### src/rtl/cfu.sv
// Custom Function Unit: 32-bit scalar ALU plus 4-lane signed int8 MAC with a
// persistent accumulator, one outstanding command, result registered at output.
module cfu (
  input  logic        clk,
  input  logic        reset,
  input  logic        cmd_valid,
  output logic        cmd_ready,
  input  logic [9:0]  cmd_payload_function_id,
  input  logic [31:0] cmd_payload_inputs_0,
  input  logic [31:0] cmd_payload_inputs_1,
  output logic        rsp_valid,
  input  logic        rsp_ready,
  output logic [31:0] rsp_payload_outputs_0
);

  typedef enum logic {IDLE, RESP} state_e;

  localparam logic [2:0] F3_ALU = 3'b111;
  localparam logic [2:0] F3_MAC = 3'b000;

  state_e      state_q, state_d;
  logic [31:0] acc_q, acc_d;
  logic [31:0] out_q, out_d;
  logic [31:0] result;
  logic [31:0] acc_upd;
  logic [2:0]  funct3;
  logic [6:0]  funct7;

  assign funct3 = cmd_payload_function_id[2:0];
  assign funct7 = cmd_payload_function_id[9:3];

  // Lanes are sign-extended to 16 bits; each product then fits exactly in 16 bits.
  function automatic logic [31:0] dot4(input logic [31:0] a, input logic [31:0] b);
    logic [31:0] sum;
    logic [15:0] la, lb, prod;
    sum = '0;
    for (int k = 0; k < 4; k++) begin
      la   = {{8{a[8*k+7]}}, a[8*k +: 8]};
      lb   = {{8{b[8*k+7]}}, b[8*k +: 8]};
      prod = la * lb;
      sum  = sum + {{16{prod[15]}}, prod};
    end
    return sum;
  endfunction

  always_comb begin
    // NOTE: every variable gets a default first so no path can infer a latch.
    result  = '0;
    acc_upd = acc_q;
    case (funct3)
      F3_ALU: begin
        case (funct7)
          7'd0:    result = cmd_payload_inputs_0 + cmd_payload_inputs_1;
          7'd1:    result = cmd_payload_inputs_0 - cmd_payload_inputs_1;
          7'd2:    result = cmd_payload_inputs_0 * cmd_payload_inputs_1;
          default: result = '0;
        endcase
      end
      F3_MAC: begin
        case (funct7)
          7'd0: begin
            acc_upd = acc_q + dot4(cmd_payload_inputs_0, cmd_payload_inputs_1);
            result  = acc_upd;
          end
          7'd1: begin
            acc_upd = '0;
            result  = '0;
          end
          default: result = acc_q;
        endcase
      end
      default: result = '0;
    endcase
  end

  // Commands are only looked at in IDLE, so a held cmd_valid cannot re-execute.
  always_comb begin
    state_d = state_q;
    acc_d   = acc_q;
    out_d   = out_q;
    case (state_q)
      IDLE: begin
        if (cmd_valid) begin
          state_d = RESP;
          acc_d   = acc_upd;
          out_d   = result;
        end
      end
      RESP: begin
        if (rsp_ready) state_d = IDLE;
      end
    endcase
  end

  always_ff @(posedge clk) begin
    // NOTE: state registers use non-blocking assignments so all update together.
    if (reset) begin
      state_q <= IDLE;
      acc_q   <= '0;
      out_q   <= '0;
    end else begin
      state_q <= state_d;
      acc_q   <= acc_d;
      out_q   <= out_d;
    end
  end

  assign rsp_valid             = (state_q == RESP);
  assign cmd_ready             = (state_q == IDLE);
  assign rsp_payload_outputs_0 = out_q;

endmodule

### config.mk
export PLATFORM = sky130hd
export DESIGN_NAME = cfu
export DESIGN_NICKNAME = d
export VERILOG_FILES = /design/src/rtl/cfu.sv
export SDC_FILE = /design/constraint.sdc
export NUM_CORES = 2
export LEC_CHECK = 0
export ABC_AREA = 1
export BUFFER_PORTS_ARGS = -buffer_cell sky130_fd_sc_hd__buf_2
export CORE_AREA = 2 2 324 326
export DETAILED_ROUTE_END_ITERATION = 12
export DIE_AREA = 0 0 326 328
export PLACE_DENSITY_LB_ADDON = 0.15
export SYNTH_ARGS = -nofsm -noshare
export SYNTH_HDL_FRONTEND = slang
export SYNTH_SLANG_ARGS = --single-unit
### constraint.sdc
create_clock -name clk -period 18.2 [get_ports clk]
set_input_delay 2.73 -clock clk [delete_from_list [all_inputs] [get_ports clk]]
set_output_delay 2.73 -clock clk [all_outputs]
set_load 0.05 [all_outputs]
==> impl_metrics.prom <==
# TYPE chip_impl_metric gauge
chip_impl_info{name="tritoncts_clock_tree",value="built"} 1
chip_impl_metric{name="place_hpwl",unit="um"} 101000
chip_impl_metric{name="synth.yosys.seq_area_share",unit=""} 0.0372
chip_impl_metric{name="ys_seq_elements",unit=""} 65
chip_impl_metric{name="ys_types",unit=""} 53
chip_impl_info{name="outcome",value="completed"} 1
chip_impl_metric{name="die_h",unit="um"} 328
chip_impl_metric{name="first_global_vias",unit=""} 30599
chip_impl_info{name="timing.hold.worst.class",value="reg2reg"} 1
chip_impl_metric{name="timing.final.max_slew_violations",unit=""} 0
chip_impl_metric{name="clk_pin_slew_worst_paths",unit="ns"} 0.06
chip_impl_metric{name="die_area",unit="sq mm"} 0.107
chip_impl_metric{name="peak_freq",unit="MHz"} 80.3
chip_impl_metric{name="insertion_delay",unit="ns"} 0.34
chip_impl_metric{name="drv_cap",unit=""} 0
chip_impl_metric{name="worst_slack",unit="ns"} 5.75
chip_impl_info{name="rsz_0062_raised_after_global_routing",value="no"} 1
chip_impl_metric{name="critPathRequiredTime",unit="ns"} 18.44
chip_impl_metric{name="rr_worst_depth",unit=""} 19
chip_impl_metric{name="syn_area_per_cell",unit="sq um"} 7.40
chip_impl_info{name="critical_path.most_common_cell",value="nand2_1"} 1
chip_impl_metric{name="die_x",unit="um"} 326
chip_impl_metric{name="numCtsBuffers",unit=""} 9
chip_impl_metric{name="finalCriticalPeriod",unit="ns"} 12.45
chip_impl_metric{name="crit_arrival",unit="ns"} 12.69
chip_impl_metric{name="hold_viol_final",unit=""} 0
chip_impl_metric{name="finalCritPeriodShare",unit=""} 0.684
chip_impl_info{name="worst_hold_path.endpoint",value="acc_q[6]"} 1
chip_impl_metric{name="ys_async_sr_fraction",unit=""} 0
chip_impl_metric{name="ant_nets",unit=""} 0
chip_impl_metric{name="layout_area_overhead",unit="%"} 6.45
chip_impl_metric{name="pre_cts_slack",unit="ns"} 5.56
chip_impl_metric{name="pin_count_of_the_biggest_net_entering_global_routing",unit=""} 43
chip_impl_metric{name="final_layout_size_suffix_gt1_frac",unit=""} 0.0505
chip_impl_info{name="synth_area_leader_cell",value="fa_1"} 1
chip_impl_metric{name="num-fill-cells",unit=""} 11157
chip_impl_metric{name="max-slew-margin-rel",unit=""} 0.211
chip_impl_metric{name="postCtsSetupRepairBufs",unit=""} 0
chip_impl_metric{name="top_area_cell_type_share_of_the_netlist_area",unit=""} 0.418
chip_impl_metric{name="layout.nets",unit=""} 5806
chip_impl_metric{name="synth_warnings",unit=""} 0
chip_impl_metric{name="io_buffer_count",unit=""} 111
chip_impl_metric{name="global_route_wire_length_before_repair",unit="um"} 195000
chip_impl_metric{name="placementRows",unit=""} 118
chip_impl_metric{name="initial_core_util",unit=""} 0.339
chip_impl_metric{name="syn-num-nets",unit=""} 5815
chip_impl_metric{name="synth_cells",unit=""} 4721
chip_impl_metric{name="cp_slowest_stage_delay",unit="ns"} 0.69
chip_impl_metric{name="fin_tns_setup",unit="ns"} 0
chip_impl_metric{name="vias_after_detailed_routing",unit=""} 29344
chip_impl_metric{name="post_cts_resize_count",unit=""} 0
chip_impl_metric{name="drt_pass1_iterations",unit=""} 6
chip_impl_metric{name="mappedNetlistArea",unit="sq mm"} 0.0349
chip_impl_metric{name="post_cts_hold_buffer_count",unit=""} 0
chip_impl_metric{name="clock_path_buffers",unit=""} 2
chip_impl_info{name="critical_path.slowest_cell",value="fa_1"} 1
chip_impl_info{name="critical_path.reg2reg.startpoint",value="acc_q[0]"} 1
chip_impl_metric{name="antenna_found_initial",unit=""} 9
chip_impl_info{name="min_from",value="acc_q[6]"} 1
chip_impl_metric{name="critPathMaxFanout",unit=""} 27
chip_impl_info{name="endpoint_kind",value="flip-flop"} 1
chip_impl_metric{name="floorplan.io_pins",unit=""} 112
chip_impl_metric{name="clock_sink_count",unit=""} 65
chip_impl_info{name="ys_top_cells_by_count",value="inv_1 (1382), nand2_1 (1196), fa_1 (730)"} 1
chip_impl_metric{name="edff_count_synth",unit=""} 0
chip_impl_metric{name="core_footprint",unit="sq mm"} 0.103
chip_impl_metric{name="gp_congestion",unit=""} 0.927
chip_impl_metric{name="cts_htree_levels",unit=""} 3
chip_impl_metric{name="via_per_inst",unit=""} 4.81
chip_impl_info{name="synth_flop_cell",value="dfxtp_1"} 1
chip_impl_metric{name="hold_slack",unit="ns"} 0.494
chip_impl_info{name="critical_path.startpoint_type",value="input port"} 1
chip_impl_info{name="critPathKind",value="in2reg"} 1
chip_impl_metric{name="gr-usage-all-layers",unit=""} 0.244
chip_impl_metric{name="finalSetupViolCount",unit=""} 0
chip_impl_metric{name="gr_overflow_total",unit=""} 0
chip_impl_metric{name="total_length_of_routed_wires",unit="um"} 128000
chip_impl_metric{name="avg_wl_per_cell",unit="um"} 20.9
chip_impl_metric{name="drt-initial-drc-count",unit=""} 2192
chip_impl_metric{name="worst_slew_pin_slew",unit="ns"} 1.17
chip_impl_info{name="clock_tree.root_cell",value="clkbuf_16"} 1
chip_impl_metric{name="multiInputGateArea",unit="sq mm"} 0.0277
chip_impl_info{name="leading_cell_type_by_number_of_instances_after_synthesis",value="inv_1"} 1
chip_impl_metric{name="regToRegSetupSlack",unit="ns"} 15.04
chip_impl_metric{name="sequential_cell_area",unit="sq mm"} 0.00130
chip_impl_metric{name="post-route-drc-count",unit=""} 0
chip_impl_info{name="ys_top_cells_by_area",value="fa_1 (42%), inv_1 (15%), nand2_1 (13%), ha_1 (10%), dfxtp_1 (3.7%)"} 1
chip_impl_info{name="worst_r2r_endpoint",value="rsp_payload_outputs_0[18]"} 1
chip_impl_metric{name="finClkSkew",unit="ns"} 0.0115
chip_impl_metric{name="min_delay_path_depth",unit=""} 2
cell usage in the layout (no fill, tap or decap), types with 10 or more instances in the layout:
cell type  count
buf_2        111
fa_1         730
nor4_1        12
o21ai_1       47
or2_1         10
o21ai_0       81
nand2_1     1196
nand3b_1      10
nor2_1       128
nand3_1      119
a21oi_1      181
a21o_1        17
inv_1       1382
inv_2         14
buf_4         45
ha_1         286
dfxtp_1       65
o21a_1        10
o21bai_1      16
xor2_1        57
or2_2         26
nor3_1        23
xnor2_1       32
nand4_1       24
per-layer routing:
layer / vias to the layer above / global-route usage / wire [um]
met4: 4 / 0.0597 / 3350
met3: 131 / 0.0178 / 6700
met5: - / 0 / 20
li1: 13631 / - / -
met2: 861 / 0.401 / 58700
met1: 14717 / 0.348 / 59000
worst max-delay path: cells and delay by family:
| family | cells | cell delay (ns) |
|---|---|---|
| fa+ha+maj | 10 | 4.97 |
| xor+xnor | 1 | 0.51 |
| buf+inv | 5 | 0.88 |
| simple gates | 15 | 2.08 |
| compound gates | 9 | 1.53 |
stage by stage:
step	std cells	util	cell area, sq um
2_1_floorplan	4721	-	34900
3_3_place_gp	6081	0.357	36900
3_5_place_dp	6081	0.357	36900
4_1_cts	6097	0.360	37200
5_1_grt	6100	0.360	37200
6_report	6102	0.360	37200
registers in the layout (all words and copies together), names as in the netlist:
signal	count
rsp_payload_outputs_0	32
acc_q	32
rsp_valid	1
worst max-delay path by stage:
stage | start | slack [ns] | to
2_1_floorplan | cmd_payload_inputs_0[4] | 7.36 | rsp_payload_outputs_0[25]
3_5_place_dp | cmd_payload_inputs_1[8] | 5.56 | rsp_payload_outputs_0[25]
5_1_grt | cmd_payload_inputs_1[8] | 5.27 | rsp_payload_outputs_0[25]
6_report | cmd_payload_inputs_1[8] | 5.75 | rsp_payload_outputs_0[25]
4_1_cts | cmd_payload_inputs_1[8] | 5.90 | rsp_payload_outputs_0[25]
3_3_place_gp | cmd_payload_inputs_1[8] | 5.65 | rsp_payload_outputs_0[31]
logic make-up after synthesis:
group                    synth area share
adder cells (fa/ha/maj)             0.521
AND/OR/NAND/NOR                     0.183
flip-flops                         0.0372
AO/OA/AOI/OAI                      0.0658
XOR/XNOR                           0.0223
buffers and inverters               0.171
final cells by class:
| cell class | count | area share |
|---|---|---|
| Timing Repair Buffer | 156 | 0.0240 |
| Inverter | 1402 | 0.141 |
| Clock buffer | 9 | 0.00605 |
| Multi-Input combinational cell | 3078 | 0.744 |
| Antenna cell | 5 | 0.000336 |
| Clock inverter | 7 | 0.00269 |
| Sequential cell | 65 | 0.0350 |
| Tap cell | 1380 | 0.0464 |
Power is left out: the tool's default activity adds up to more than one toggle a clock period on the data nets, which glitch-free logic cannot reach.
